<file path="src/rtl/write_response_channel_pkg.sv">
// Shared types and constants for the AXI write-response (B) router.
// Optional build macro used by the router: AXI_B_TIMEOUT_EN.
package write_response_channel_pkg;

    typedef enum logic [1:0] {
        B_IDLE    = 2'd0,
        B_WAIT_S0 = 2'd1,
        B_WAIT_S1 = 2'd2,
        B_RESP    = 2'd3
    } b_state_e;

    localparam logic [1:0] RESP_OKAY   = 2'b00;
    localparam logic [1:0] RESP_EXOKAY = 2'b01;
    localparam logic [1:0] RESP_SLVERR = 2'b10;
    localparam logic [1:0] RESP_DECERR = 2'b11;

    localparam logic [1:0] SEL_S0  = 2'd0;
    localparam logic [1:0] SEL_S1  = 2'd1;
    localparam logic [1:0] SEL_DEF = 2'd2;

    localparam logic [3:0] M1_TAG = 4'b0001;

    // The reserved select code routes to the default (DECERR) slave.
    function automatic logic [1:0] norm_sel(input logic [1:0] sel);
        return (sel == 2'd3) ? SEL_DEF : sel;
    endfunction

endpackage

</file>
<file path="src/rtl/write_response_channel_if.sv">
// One AXI B channel (ID, response, valid/ready); master drives the response.
interface write_response_channel_if #(
    parameter int ID_W = 4
);
    logic [ID_W-1:0] BID;
    logic [1:0]      BRESP;
    logic            BVALID;
    logic            BREADY;

    modport master (output BID, output BRESP, output BVALID, input BREADY);
    modport slave  (input BID, input BRESP, input BVALID, output BREADY);
endinterface

</file>
<file path="src/rtl/write_response_channel_b_resp_reg.sv">
// Response holding register: load captures ID/RESP and raises valid, clr empties it.
// Outputs stay stable between load and clr, so it also suits the R-channel router.
module b_resp_reg #(
    parameter int ID_W = 4
) (
    input  logic            clk,
    input  logic            rst,
    input  logic            load,
    input  logic            clr,
    input  logic [ID_W-1:0] id_in,
    input  logic [1:0]      resp_in,
    output logic            valid_o,
    output logic [ID_W-1:0] id_o,
    output logic [1:0]      resp_o
);
    logic            valid_q, valid_d;
    logic [ID_W-1:0] id_q, id_d;
    logic [1:0]      resp_q, resp_d;

    // Next-state of the holding register.
    always_comb begin
        valid_d = valid_q;
        id_d    = id_q;
        resp_d  = resp_q;
        if (clr) begin
            valid_d = 1'b0;
            id_d    = '0;
            resp_d  = 2'b00;
        end else if (load) begin
            valid_d = 1'b1;
            id_d    = id_in;
            resp_d  = resp_in;
        end else begin
            valid_d = valid_q;
        end
    end

    // Holding register flops.
    always_ff @(posedge clk) begin
        if (rst) begin
            valid_q <= 1'b0;
            id_q    <= '0;
            resp_q  <= 2'b00;
        end else begin
            valid_q <= valid_d;
            id_q    <= id_d;
            resp_q  <= resp_d;
        end
    end

    assign valid_o = valid_q;
    assign id_o    = id_q;
    assign resp_o  = resp_q;

endmodule

</file>
<file path="src/rtl/write_response_channel.sv">
// B-channel router: waits on the selected slave, strips the master tag, presents to M1.
// Build macro AXI_B_TIMEOUT_EN adds a slave-response timeout that returns SLVERR.
module write_response_channel
    import write_response_channel_pkg::*;
#(
    parameter int                        M_ID_W  = 4,
    parameter int                        S_ID_W  = 8,
    parameter logic [S_ID_W-M_ID_W-1:0]  M1_TAG  = write_response_channel_pkg::M1_TAG,
    parameter int                        TIMEOUT = 256
) (
    input  logic                           ACLK,
    input  logic                           ARESET,
    input  logic                           route_valid,
    input  logic [1:0]                     route_sel,
    output logic                           route_ready,
    write_response_channel_if.slave        b_s0,
    write_response_channel_if.slave        b_s1,
    write_response_channel_if.master       b_m1,
    output logic                           b_done,
    output logic                           id_err
);
    localparam int TAG_W = S_ID_W - M_ID_W;

    b_state_e          state_q, state_d;
    logic              b_done_q, b_done_d;
    logic              id_err_q, id_err_d;
    logic              load_s, clr_s;
    logic [M_ID_W-1:0] load_id_s;
    logic [1:0]        load_resp_s;
    logic              s_valid_s;
    logic [S_ID_W-1:0] s_id_s;
    logic [1:0]        s_resp_s;

`ifdef AXI_B_TIMEOUT_EN
    localparam int CNT_W = ($clog2(TIMEOUT) < 8) ? 8 : $clog2(TIMEOUT);
    logic [CNT_W-1:0] cnt_q, cnt_d;
    logic             expire_s;
`endif

    // Slave-side mux: only the slave being waited on is visible.
    always_comb begin
        s_valid_s = 1'b0;
        s_id_s    = b_s0.BID;
        s_resp_s  = b_s0.BRESP;
        case (state_q)
            B_WAIT_S0: s_valid_s = b_s0.BVALID;
            B_WAIT_S1: begin
                s_valid_s = b_s1.BVALID;
                s_id_s    = b_s1.BID;
                s_resp_s  = b_s1.BRESP;
            end
            default: s_valid_s = 1'b0;
        endcase
    end

`ifdef AXI_B_TIMEOUT_EN
    // Counter is held at zero in IDLE, so it starts clean on every WAIT entry.
    always_comb begin
        cnt_d    = cnt_q;
        expire_s = 1'b0;
        if (state_q == B_IDLE) begin
            cnt_d = '0;
        end else if ((state_q == B_WAIT_S0 || state_q == B_WAIT_S1) && !s_valid_s) begin
            cnt_d    = cnt_q + {{(CNT_W-1){1'b0}}, 1'b1};
            expire_s = (cnt_q == CNT_W'(TIMEOUT - 1));
        end else begin
            cnt_d = cnt_q;
        end
    end
`endif

    // Router next-state and register-load decisions.
    always_comb begin
        state_d     = state_q;
        load_s      = 1'b0;
        clr_s       = 1'b0;
        load_id_s   = '0;
        load_resp_s = RESP_OKAY;
        b_done_d    = 1'b0;
        id_err_d    = 1'b0;
        case (state_q)
            B_IDLE: begin
                if (route_valid) begin
                    case (norm_sel(route_sel))
                        SEL_S0:  state_d = B_WAIT_S0;
                        SEL_S1:  state_d = B_WAIT_S1;
                        default: begin
                            state_d     = B_RESP;
                            load_s      = 1'b1;
                            load_resp_s = RESP_DECERR;
                        end
                    endcase
                end else begin
                    state_d = B_IDLE;
                end
            end
            B_WAIT_S0, B_WAIT_S1: begin
                if (s_valid_s) begin
                    state_d     = B_RESP;
                    load_s      = 1'b1;
                    load_id_s   = s_id_s[M_ID_W-1:0];
                    load_resp_s = s_resp_s;
                    id_err_d    = (s_id_s[S_ID_W-1:M_ID_W] != M1_TAG);
`ifdef AXI_B_TIMEOUT_EN
                end else if (expire_s) begin
                    state_d     = B_RESP;
                    load_s      = 1'b1;
                    load_resp_s = RESP_SLVERR;
`endif
                end else begin
                    state_d = state_q;
                end
            end
            B_RESP: begin
                if (b_m1.BREADY) begin
                    state_d  = B_IDLE;
                    clr_s    = 1'b1;
                    b_done_d = 1'b1;
                end else begin
                    state_d = B_RESP;
                end
            end
            default: state_d = B_IDLE;
        endcase
    end

    // Router state and pulse flops.
    always_ff @(posedge ACLK) begin
        if (ARESET) begin
            state_q  <= B_IDLE;
            b_done_q <= 1'b0;
            id_err_q <= 1'b0;
`ifdef AXI_B_TIMEOUT_EN
            cnt_q    <= '0;
`endif
        end else begin
            state_q  <= state_d;
            b_done_q <= b_done_d;
            id_err_q <= id_err_d;
`ifdef AXI_B_TIMEOUT_EN
            cnt_q    <= cnt_d;
`endif
        end
    end

    b_resp_reg #(
        .ID_W (M_ID_W)
    ) u_b_resp_reg (
        .clk     (ACLK),
        .rst     (ARESET),
        .load    (load_s),
        .clr     (clr_s),
        .id_in   (load_id_s),
        .resp_in (load_resp_s),
        .valid_o (b_m1.BVALID),
        .id_o    (b_m1.BID),
        .resp_o  (b_m1.BRESP)
    );

    assign route_ready = (state_q == B_IDLE);
    assign b_s0.BREADY = (state_q == B_WAIT_S0);
    assign b_s1.BREADY = (state_q == B_WAIT_S1);
    assign b_done      = b_done_q;
    assign id_err      = id_err_q;

endmodule

</file>
<file path="src/flat_wrapper.sv">
// flat-port wrapper written by rule: the top's interface ports become plain ports
module write_response_channel_flat import write_response_channel_pkg::*;
#(
    parameter int                        M_ID_W  = 4,
    parameter int                        S_ID_W  = 8,
    parameter logic [S_ID_W-M_ID_W-1:0]  M1_TAG  = write_response_channel_pkg::M1_TAG,
    parameter int                        TIMEOUT = 256
)
  (ACLK, ARESET, route_valid, route_sel, route_ready, b_done, id_err, b_s0_BID, b_s0_BRESP, b_s0_BVALID, b_s0_BREADY, b_s1_BID, b_s1_BRESP, b_s1_BVALID, b_s1_BREADY, b_m1_BID, b_m1_BRESP, b_m1_BVALID, b_m1_BREADY);
  write_response_channel_if #(.ID_W(8)) b_s0_i ();
  write_response_channel_if #(.ID_W(8)) b_s1_i ();
  write_response_channel_if #(.ID_W(4)) b_m1_i ();
  input  logic ACLK;
  input  logic ARESET;
  input  logic route_valid;
  input  logic [1:0] route_sel;
  output logic route_ready;
  output logic b_done;
  output logic id_err;
  input wire logic [$bits(b_s0_i.BID)-1:0] b_s0_BID;
  input wire logic [$bits(b_s0_i.BRESP)-1:0] b_s0_BRESP;
  input wire logic [$bits(b_s0_i.BVALID)-1:0] b_s0_BVALID;
  output wire logic [$bits(b_s0_i.BREADY)-1:0] b_s0_BREADY;
  input wire logic [$bits(b_s1_i.BID)-1:0] b_s1_BID;
  input wire logic [$bits(b_s1_i.BRESP)-1:0] b_s1_BRESP;
  input wire logic [$bits(b_s1_i.BVALID)-1:0] b_s1_BVALID;
  output wire logic [$bits(b_s1_i.BREADY)-1:0] b_s1_BREADY;
  output wire logic [$bits(b_m1_i.BID)-1:0] b_m1_BID;
  output wire logic [$bits(b_m1_i.BRESP)-1:0] b_m1_BRESP;
  output wire logic [$bits(b_m1_i.BVALID)-1:0] b_m1_BVALID;
  input wire logic [$bits(b_m1_i.BREADY)-1:0] b_m1_BREADY;
  assign b_s0_i.BID = b_s0_BID;
  assign b_s0_i.BRESP = b_s0_BRESP;
  assign b_s0_i.BVALID = b_s0_BVALID;
  assign b_s0_BREADY = b_s0_i.BREADY;
  assign b_s1_i.BID = b_s1_BID;
  assign b_s1_i.BRESP = b_s1_BRESP;
  assign b_s1_i.BVALID = b_s1_BVALID;
  assign b_s1_BREADY = b_s1_i.BREADY;
  assign b_m1_BID = b_m1_i.BID;
  assign b_m1_BRESP = b_m1_i.BRESP;
  assign b_m1_BVALID = b_m1_i.BVALID;
  assign b_m1_i.BREADY = b_m1_BREADY;
  write_response_channel #(.M_ID_W(M_ID_W), .S_ID_W(S_ID_W), .M1_TAG(M1_TAG), .TIMEOUT(TIMEOUT)) u_core (.ACLK(ACLK), .ARESET(ARESET), .route_valid(route_valid), .route_sel(route_sel), .route_ready(route_ready), .b_s0(b_s0_i), .b_s1(b_s1_i), .b_m1(b_m1_i), .b_done(b_done), .id_err(id_err));
endmodule
</file>
<file path="config.mk">
export PLATFORM = sky130hd
export DESIGN_NAME = write_response_channel_flat
export DESIGN_NICKNAME = d
export VERILOG_FILES = /design/src/rtl/write_response_channel_pkg.sv /design/src/rtl/write_response_channel_if.sv /design/src/rtl/write_response_channel_b_resp_reg.sv /design/src/rtl/write_response_channel.sv /design/src/flat_wrapper.sv
export SDC_FILE = /design/constraint.sdc
export NUM_CORES = 1
export LEC_CHECK = 0
export BUFFER_PORTS_ARGS = -buffer_cell sky130_fd_sc_hd__buf_2
export CORE_MARGIN = 10
export CORE_UTILIZATION = 41
export DETAILED_ROUTE_END_ITERATION = 12
export PLACE_DENSITY = 0.77
export SYNTH_ARGS = -nofsm -noshare
export SYNTH_HDL_FRONTEND = slang
export SYNTH_SLANG_ARGS = --single-unit
</file>
<file path="constraint.sdc">
create_clock -name ACLK -period 1.74 [get_ports ACLK]
set_clock_uncertainty 0.05 [all_clocks]
set_input_delay 0.174 -clock ACLK [delete_from_list [all_inputs] [get_ports ACLK]]
set_output_delay 0.174 -clock ACLK [all_outputs]
set_load 0.01 [all_outputs]
</file>
==> results of run 1 <==
-- flip-flops by register name (all words and copies together) (netlist names) --
register                     count
u_core.b_done                    1
u_core.id_err                    1
u_core.state_q                   2
u_core.u_b_resp_reg.id_o         4
u_core.u_b_resp_reg.resp_o       2
u_core.u_b_resp_reg.valid_o      1
-- layer usage --
| metal | track usage [%] | share of wire, % | vias to the layer above |
|---|---|---|---|
| met1 | 11.3 | 40 | 297 |
| met2 | 17.8 | 46 | 27 |
| li1 | - | - | 351 |
| met3 | 4.24 | 11 | 5 |
| met5 | 0 | 0 | - |
| met4 | 6.73 | 2.7 | 0 |
-- cell type report --
cell class	count	area (um^2)	share of cell area (%)
inverter	3	11.3	1.22
multi-input combinational	53	419	45.5
timing repair buffer	43	225	24.4
clock buffer	4	26.3	2.85
tap	16	20.0	2.17
sequential	11	220	23.9
-- logic make-up (layout without fill, tap and decap cells) --
| family | Yosys count | in the layout | share of synthesized area [%] |
|---|---|---|---|
| AND/OR/NAND/NOR | 20 | 20 | 16.3 |
| buffers and inverters | 4 | 50 | 3.44 |
| multiplexers | 6 | 6 | 9.94 |
| AO/OA/AOI/OAI | 22 | 22 | 27.2 |
| flip-flops | 11 | 11 | 33.7 |
| adder cells (fa/ha/maj) | 5 | 5 | 9.56 |
-- synthesized netlist by cell type (all sizes together) --
library cell | n | area [um^2]
ha | 5 | 62.6
a21oi | 5 | 25.0
a22oi | 1 | 21.3
o221a | 2 | 22.5
buf | 1 | 11.3
nand2 | 10 | 37.5
mux2i | 2 | 20.0
nand4b | 1 | 8.76
o21a | 1 | 7.51
nor2 | 1 | 3.75
a31oi | 2 | 12.5
nor2b | 1 | 6.26
inv | 3 | 11.3
nor4 | 3 | 18.8
o21ai | 1 | 8.76
o21bai | 1 | 7.51
o31ai | 4 | 30.0
mux2 | 4 | 45.0
a22o | 1 | 10.0
nand2b | 3 | 26.3
nand3 | 1 | 5.00
o211ai | 2 | 15.0
a31o | 2 | 17.5
dfxtp | 11 | 220
-- metrics by stage --
stage	util [%]	cells	hold slack (ps)	setup WS, ps
floorplan	-	68	196	182
global placement	59.0	126	351	68.0
detailed placement	59.0	126	352	1.86
CTS	60.9	130	57.8	100
global route	61.2	130	70.0	-8.07
finish	61.2	130	61.0	105
-- path summary, 6_finish.rpt --
| kind | to | cells after the start | startpoint | slack, ps |
|---|---|---|---|---|
| worst max-delay path | u_core.u_b_resp_reg.id_o[0] | 7 | u_core.state_q[0] | 100 |
| worst min-delay path | u_core.b_done | 2 | ARESET | 60 |
| worst max register to register | u_core.u_b_resp_reg.id_o[0] | 7 | u_core.state_q[0] | 100 |
| worst min register to register | u_core.u_b_resp_reg.id_o[3] | 2 | u_core.u_b_resp_reg.id_o[3] | 400 |
-- power by group --
part / internal, mW / total (mW) / switching, mW
Sequential: 0.325 / 0.367 / 0.0421
Clock: 0.0890 / 0.178 / 0.0888
Combinational: 0.435 / 0.916 / 0.481
-- critical path, delay by kind of cell, from the launching register on --
family          cells  cell delay [ps]
simple gates        1              110
buf+inv             3              410
compound gates      2              300
flops               1              370
fa+ha+maj           1              300
-- cells in the final DEF, fill, tap and decap left out --
master    Yosys  layout
buf_2         0      39
dfxtp_1      11      11
nand2_1      10      10
a21oi_1       5       5
mux2_2        4       4
ha_1          5       4
buf_4         0       4
inv_1         3       3
nor4_1        3       3
o31ai_1       4       3
clkbuf_4      0       3
o211ai_1      2       2
a31o_2        2       2
a31oi_1       2       2
nand2b_1      2       2
mux2i_1       2       2
o221a_1       2       2
a22oi_4       1       1
nor2b_1       1       1
o21bai_1      1       1
a22o_2        1       1
nand2b_4      1       1
nand4b_1      1       1
nor2_1        1       1
nand3_1       1       1
o21ai_2       1       1
o31ai_2       0       1
o21a_1        1       1
ha_2          0       1
clkbuf_1      0       1
-- what timing repair did --
| action | in CTS | in global routing |
|---|---|---|
| setup endpoints to repair | 2 | 1 |
| resized for setup | 1 | 1 |
| cloned | 0 | 0 |
==> metrics.csv, run 1 <==
stage,metric,value,unit
outcome,run status,finished clean,
clock_tree,clk slew on worst S/H paths,70,ps
setup_path,worst stage delay on the critical path,370,ps
global_route,vias in the first global route,695,
sta,Max Slew Vio Count,0,
sta,Final TNS setup,0,ps
worst_hold_path,hold crit path type,primary input to flop,
synthesis,YS warnings,0,
sta,Fin. Hold Viols,0,
setup_path,most used cell along the critical path,buf_4,
global_route,Tot GR Track Use,10.8,%
flow_run,Max-Cap Viols,0,
drt,Routed Antenna Nets,0,
synthesis,Synth Cell Area,654,um^2
setup_path,required time worst endpoint,1850,ps
global_route,global-route wire length before repair,3090,um
sta,f_max,0.612,GHz
placement,Port Buf Inserts,39,
drt,Vias/cell,5.23,
floorplan,die height,60.0,um
pwr,VDD IR max,0.819,mV
clock_tree,Root Buffer,clkbuf_4,
placement,Post-DP Area,888,um^2
clock_tree,TritonCTS Buffers,3,
setup_path,crit-path cells,inv_1 -> buf_4 -> ha_1 -> nand2b_1 -> buf_4 -> o31ai_1 -> a21oi_1,
drt,Routed WL,1890,um
finish,FILL cells,126,
sta,final setup violation count,0,
global_route,grt ovf,0,
setup_path,Worst Setup Start Kind,flop,
synthesis,Mapped Avg Cell Area,9.62,um^2
clock_tree,clock sinks,11,
floorplan,Die Wd,60.0,um
synthesis,"Distinct cells, synth",25,
floorplan,Std-Cell Rows,14,
setup_path,critical path's slowest cell,dfxtp_1,
synthesis,"Seq/Total Area, Yosys",33.7,%
placement,GPL Wtd Cong,0.886,
clock_tree,clk_lat worst skew,270,ps
setup_path,critical path arrival,1750,ps
synthesis,Synthesized Nets,101,
drt,DRC,0,
clock_tree,CTS tree,built,
setup_path,CP max FO,4,
pwr,PwrDens,1580,nW/um^2
finish,Final Cell Area,922,um^2
clock_tree,CTS max path bufs,2,
global_route,largest net degree at the start of global routing,12,
clock_tree,postcts setup bufs,0,
global_route,initial antenna violation count,0,
finish,synth-to-layout area growth,40.9,%
clock_tree,hold buffers post-CTS,0,
finish,share of post-route cells with drive strength above 1,50.9,%
sta,min Tclk post-route,1640,ps
floorplan,initial core utilization,43.4,%
synthesis,Seq cells post-synth,11,
sta,worst-margin pin slew,277,ps
floorplan,full die area,3590,um^2
finish,nets,148,
drt,Pre-Repair DR Iteration Count,4,
finish,Antenna Cells,0,
synthesis,Mapped Cells,68,
clock_tree,CTS HTree Levels,1,
drt,wire length per cell,14.5,um
drt,1st-iter DRT viols,14,
floorplan,# IOs,40,
setup_path,Critical Path End Type,flop,
sta,max_slew headroom,81.4,%
floorplan,core area,1510,um^2
setup_path,CP Class,flop to flop,
sta,Final period util,94.0,%
pwr,P_leak,0.455,nW
pwr,Tot Pwr,1.46,mW
drt,via count,680,
placement,DP HPWL,1590,um
Power figures use the tool's default switching activity.
==> run 2, diff against run 1 <==
--- a/config.mk
+++ b/config.mk
@@ -12,4 +12,5 @@
 export PLACE_DENSITY = 0.77
 export SYNTH_ARGS = -nofsm -noshare
 export SYNTH_HDL_FRONTEND = slang
+export SYNTH_HIERARCHICAL = 1
 export SYNTH_SLANG_ARGS = --single-unit
==> run 2 against run 1 <==
Combinational power up 5.5%. Via count up 0.74%. Power up 0.51%. Wire length up 14%. Final area up 4.3%. Utilization up 1.9 points. Area after synthesis up 1.3%. Worst hold slack better by 53 ps. Setup slack worse by 50 ps. Count of clock-buffer cells in the layout unchanged. Sequential share of layout area down 0.86 points. Clock power down 2%.
==> metrics.csv, run 2 <==
stage,metric,value,unit
sta,f_max,0.593,GHz
synthesis,"EDFF count, synth",0,
finish,nets,153,
floorplan,initial core utilization,43.5,%
outcome,run status,finished clean,
drt,Vias/cell,5.07,
synthesis,asr flop ratio synth,0,%
synthesis,Mapped Cells,72,
sta,final setup violation count,0,
floorplan,core area,1520,um^2
clock_tree,CTS HTree Levels,1,
sta,max_slew headroom,79.7,%
placement,Port Buf Inserts,39,
placement,DP HPWL,1760,um
floorplan,Std-Cell Rows,14,
finish,Finished Layout Cells,135,
clock_tree,clock sinks,11,
global_route,vias in the first global route,722,
sta,hold_ws,114,ps
flow_run,Max-Cap Viols,0,
setup_path,Critical Path End Type,flop,
finish,Storage cell area,221,um^2
global_route,largest net degree at the start of global routing,10,
drt,Routed Antenna Nets,0,
pwr,sw frac,41.9,%
pwr,VDD IR max,0.836,mV
drt,via count,685,
pwr,PwrDens,1530,nW/um^2
finish,"most common cell after layout, fill and taps aside",buf_2,
synthesis,YS warnings,6,
synthesis,most common flop cell mapped by yosys,dfxtp_1,
synthesis,"Seq/Total Area, Yosys",33.2,%
floorplan,die height,60.2,um
finish,Final Cell Area,962,um^2
drt,Pre-Repair DR Iteration Count,4,
finish,"commonest non-fill, non-tap cells in the layout","buf_2 (39), nor2_1 (12), mux2i_1 (10), dfxtp_1 (10), buf_4 (6)",
synthesis,Area contributors post-synth,"dfxtp_1 (33%), mux2i_1 (15%), ha_1 (9.4%)",
synthesis,"count leader, synth",nor2_1,
placement,Post-Place Cells,131,
clock_tree,CTS max path bufs,2,
sta,Final period util,96.8,%
pwr,Clk network pwr share,11.8,%
worst_hold_path,hold crit path type,primary input to flop,
synthesis,Synth Cell Area,663,um^2
sta,Max Slew Vio Count,0,
clock_tree,clk_lat worst skew,260,ps
sta,Fin. Hold Viols,0,
finish,Antenna Cells,0,
placement,Post-DP Area,915,um^2
sta,Final TNS setup,0,ps
setup_path,required time worst endpoint,1850,ps
synthesis,largest area contributor in the netlist,dfxtp_1,
global_route,initial antenna violation count,0,
finish,Largest register FFs,4,
drt,1st-iter DRT viols,15,
synthesis,Synthesized Nets,105,
pwr,Sequential Power Share,22.4,%
clock_tree,hold buffers post-CTS,0,
global_route,global-route wire length before repair,3240,um
placement,Place WS,-247,ps
sta,setup ws final,55.0,ps
clock_tree,clk slew on worst S/H paths,70,ps
clock_tree,CTS tree,built,
sta,RSZ-0062 raised after global routing,no,
synthesis,Seq cells post-synth,11,
drt,DRC,0,
synthesis,Mapped Avg Cell Area,9.21,um^2
setup_path,R2R setup slack,60,ps
floorplan,# IOs,40,
drt,wire length per cell,16.0,um
clock_tree,TritonCTS Buffers,3,
finish,share of post-route cells with drive strength above 1,49.6,%
pwr,Tot Pwr,1.47,mW
placement,GPL Wtd Cong,0.744,
clock_tree,Root Buffer,clkbuf_4,
setup_path,CP Class,flop to flop,
global_route,Tot GR Track Use,11.3,%
pwr,Sw Pwr,0.615,mW
finish,Final Core Density,63.1,%
floorplan,Die Wd,60.2,um
sta,min Tclk post-route,1690,ps
setup_path,CP max FO,5,
pwr,Internal,0.853,mW
finish,area of the multi-input gates,428,um^2
drt,Routed WL,2150,um
pwr,P_leak,0.466,nW
global_route,grt ovf,0,
floorplan,full die area,3630,um^2
setup_path,Worst Setup Start Kind,flop,
finish,synth-to-layout area growth,45.1,%
synthesis,area share of the largest cell type after synthesis,33.2,%
synthesis,"Distinct cells, synth",24,
finish,FILL cells,124,
setup_path,critical path arrival,1800,ps
sta,worst-margin pin slew,304,ps
synthesis,most frequent cells after synthesis,"nor2_1 (12), dfxtp_1 (11), mux2i_1 (10)",
pwr,combinational power share,65.8,%
## run 2: cell count changes after synthesis, sizes merged, moves of 2 or more
cell,delta
mux2,-2
a21oi,-2
o31ai,-4
a31o,-2
mux2i,+8
nand3,+2
or2,+2
a311oi,+2
nor2,+11
a31oi,-2
nand2,-8
o221a,-2
nor3,+2
## run 2: kinds of logic (layout without fill, tap and decap cells)
| group | Yosys count | after routing | share of synthesized area (%) |
|---|---|---|---|
| AND/OR/NAND/NOR | 28 | 28 | 20.6 |
| buffers and inverters | 7 | 54 | 5.47 |
| multiplexers | 12 | 12 | 18.5 |
| adder cells (fa/ha/maj) | 5 | 5 | 9.43 |
| flip-flops | 11 | 11 | 33.2 |
| AO/OA/AOI/OAI | 9 | 9 | 12.8 |
## run 2: final timing paths
path,startpoint,endpoint,cells past startpoint
worst min register to register,u_core/u_b_resp_reg/valid_o,u_core/u_b_resp_reg/valid_o,2
worst min-delay path,ARESET,u_core/state_q[0],2
worst max register to register,u_core/state_q[1],u_core/state_q[1],6
worst max-delay path,u_core/state_q[1],u_core/state_q[1],6
## run 2: metal layers
layer	track usage (%)	vias up	share of wire [%]
li1	-	343	-
met1	11.5	305	38
met2	20.9	30	52
met3	3.60	7	8.1
met4	3.85	0	1.9
met5	0	-	0
## run 2: worst max-delay path, cell delays in order, from the launching register on
cell	delay, ps
dfxtp_2	350
inv_1	80
ha_1	220
a22o_4	270
buf_4	150
or2_4	240
a311oi_2	220
## run 2: final cells by class
type / count / area share [%]
repair buffers: 46 / 26.1
inverters: 4 / 1.56
flip-flops and latches: 11 / 23.0
clock buffers: 4 / 2.73
multi-input cells: 54 / 44.5
well taps: 16 / 2.08
## run 2: power groups by stage
stage	sequential [mW]	combinational (mW)	clock, mW
2_1_floorplan	0.342	0.613	0
3_3_place_gp	0.329	0.872	0
3_5_place_dp	0.331	0.906	0
4_1_cts	0.325	0.933	0.174
5_1_grt	0.335	1.02	0.189
6_report	0.328	0.966	0.174
## run 2: what timing repair did
action | 4_1_cts | 5_1_grt
resized for setup | 2 | 3
setup endpoints to repair | 7 | 6
buffers inserted | 0 | 0
pin swaps | 0 | 1
==> run 3, diff against run 2 <==
--- a/config.mk
+++ b/config.mk
@@ -7,9 +7,10 @@
 export LEC_CHECK = 0
 export BUFFER_PORTS_ARGS = -buffer_cell sky130_fd_sc_hd__buf_2
 export CORE_MARGIN = 10
-export CORE_UTILIZATION = 41
+export CORE_UTILIZATION = 44
 export DETAILED_ROUTE_END_ITERATION = 12
-export PLACE_DENSITY = 0.77
+export PLACE_DENSITY = 0.81
+export SETUP_SLACK_MARGIN = 0.4
 export SYNTH_ARGS = -nofsm -noshare
 export SYNTH_HDL_FRONTEND = slang
 export SYNTH_HIERARCHICAL = 1
==> constraint.sdc (replaced) <==
create_clock -name ACLK -period 2.2 [get_ports ACLK]
set_clock_uncertainty 0.05 [all_clocks]
set_input_delay 0.22 -clock ACLK [delete_from_list [all_inputs] [get_ports ACLK]]
set_output_delay 0.22 -clock ACLK [all_outputs]
set_load 0.01 [all_outputs]
==> run 3 against run 2 <==
Register-to-register slack better by 430 ps. Critical path type unchanged. Power down 23%. Die area down 4.6%. First-iteration DRC count up 6.7%. Largest cell class unchanged. Sequential share of layout area up 1.0 points. Utilization up 5.5 points. Combinational power down 26%. Non-clock buffer count down 5.
==> metrics.csv, run 3 (synthesis gave the netlist of run 2 again) <==
stage,metric,value,unit
sta,setup ws final,484,ps
finish,"most common cell after layout, fill and taps aside",buf_2,
floorplan,Std-Cell Rows,13,
floorplan,Die Wd,58.8,um
clock_tree,postcts setup bufs,0,
setup_path,required time worst endpoint,2310,ps
floorplan,full die area,3460,um^2
sta,Final period util,78.0,%
setup_path,worst stage delay on the critical path,370,ps
floorplan,die height,58.8,um
setup_path,critical path arrival,1820,ps
sta,Fin. Hold Viols,0,
clock_tree,clk slew on worst S/H paths,70,ps
pwr,Clk network pwr share,12.1,%
pwr,combinational power share,63.1,%
drt,wire length per cell,15.0,um
drt,Routed Antenna Nets,0,
finish,Antenna Cells,0,
flow_run,Max-Cap Viols,0,
setup_path,R2R setup slack,480,ps
finish,synth-to-layout area growth,41.3,%
setup_path,r2r endpoint,u_core/u_b_resp_reg/resp_o[0],
sta,max_slew headroom,83.1,%
floorplan,# IOs,40,
sta,f_max,0.583,GHz
pwr,P_leak,0.449,nW
pwr,Sequential Power Share,24.7,%
placement,GPL Wtd Cong,0.705,
clock_tree,CTS tree,built,
floorplan,core area,1370,um^2
setup_path,Worst Setup Start Kind,flop,
global_route,largest net degree at the start of global routing,8,
drt,DRC,0,
placement,Post-Place Cells,125,
drt,Routed WL,1930,um
pwr,sw frac,41.6,%
clock_tree,clk_lat worst skew,260,ps
finish,nets,148,
global_route,initial antenna violation count,0,
sta,worst-margin pin slew,251,ps
sta,final setup violation count,0,
drt,Pre-Repair DR Iteration Count,4,
setup_path,CP max FO,7,
setup_path,critical path's slowest cell,dfxtp_4,
setup_path,Critical Path End Type,flop,
finish,Finished Layout Cells,129,
clock_tree,CTS max path bufs,2,
placement,DP HPWL,1550,um
setup_path,FF-to-FF path depth,8,
pwr,PwrDens,1210,nW/um^2
global_route,grt ovf,0,
global_route,global-route wire length before repair,2820,um
setup_path,crit path to,u_core/u_b_resp_reg/resp_o[0],
clock_tree,clock sinks,11,
setup_path,worst reg2reg startpoint,u_core/state_q[1],
finish,share of post-route cells with drive strength above 1,50.0,%
sta,min Tclk post-route,1720,ps
worst_hold_path,hold crit path type,primary input to flop,
pwr,VDD IR max,0.736,mV
global_route,vias in the first global route,603,
finish,Largest register FFs,4,
sta,RSZ-0062 raised after global routing,no,
clock_tree,TritonCTS Buffers,3,
drt,Vias/cell,5.12,
setup_path,Worst Setup SP,u_core/state_q[1],
sta,Max Slew Vio Count,0,
sta,Final TNS setup,0,ps
global_route,Tot GR Track Use,10.2,%
drt,via count,661,
outcome,run status,finished clean,
drt,1st-iter DRT viols,16,
clock_tree,hold buffers post-CTS,0,
worst_hold_path,WHS Path Cells,2,
pwr,Sw Pwr,0.471,mW
finish,"commonest non-fill, non-tap cells in the layout","buf_2 (39), nor2_1 (12), mux2i_1 (10)",
placement,Place WS,337,ps
floorplan,initial core utilization,48.5,%
clock_tree,Root Buffer,clkbuf_4,
setup_path,CP Class,flop to flop,
placement,Port Buf Inserts,39,
pwr,Internal,0.660,mW
clock_tree,CTS HTree Levels,1,
setup_path,crit-path cells,inv_2 -> ha_2 -> a22o_4 -> nand2_4 -> a21oi_1 -> buf_4 -> mux2i_1 -> nor2_1,
-- run 3: worst min-delay path by stage --
stage                                start                     endpoint  slack (ps)
2_1_floorplan                       ARESET            u_core/state_q[0]         240
3_3_place_gp   u_core/u_b_resp_reg/valid_o  u_core/u_b_resp_reg/valid_o         400
3_5_place_dp   u_core/u_b_resp_reg/valid_o  u_core/u_b_resp_reg/valid_o         410
4_1_cts                             ARESET            u_core/state_q[1]         120
5_1_grt                             ARESET            u_core/state_q[1]         120
6_report                            ARESET            u_core/state_q[1]         130
-- run 3: power by group through the flow --
stage                     Clock (mW)  Sequential (mW)  Combinational (mW)
after floorplan                    0            0.270               0.482
after global placement             0            0.265               0.617
after detailed placement           0            0.267               0.634
after CTS                      0.140            0.270               0.695
after global routing           0.155            0.286               0.777
final                          0.137            0.280               0.714
-- run 3: layer usage --
metal | part of all wire, % | vias to the layer above | GRT usage, %
met5 | 0 | - | 0
met4 | 0.78 | 0 | 2.95
met3 | 18 | 2 | 8.37
met2 | 45 | 33 | 16.5
met1 | 36 | 289 | 9.71
li1 | - | 337 | -
-- run 3: final cells by class --
type / count / area (um^2)
clock buffer: 4 / 26.3
fill: 100 / 429
multi-input combinational: 54 / 442
sequential: 11 / 225
tap: 15 / 18.8
timing repair buffer: 41 / 210
inverter: 4 / 15.0
-- run 3: metrics by stage --
step           total power [mW]  hold slack, ps  instance area [um^2]  util (%)
3_5_place_dp              0.901             406                   873      63.9
5_1_grt                    1.22             123                   937      68.6
4_1_cts                    1.10             124                   926      67.8
2_1_floorplan             0.752             238                   666         -
3_3_place_gp              0.881             397                   873      63.9
6_report                   1.13             127                   937      68.6
-- run 3: timing repair --
action                                  in CTS  in global routing
gates resized for setup                      5                  5
endpoints found under the hold margin        0                  0
endpoints found under the setup margin       6                  7
pin swaps                                    0                  1
-- run 3: critical path, delay by kind of cell, from the launching register on --
kind                     cells  cell delay [ps]
buffers and inverters        2              300
multiplexers                 1              220
AO/OA/AOI/OAI                2              340
adder cells (fa/ha/maj)      1              200
AND/OR/NAND/NOR              2              130
flip-flops                   1              370
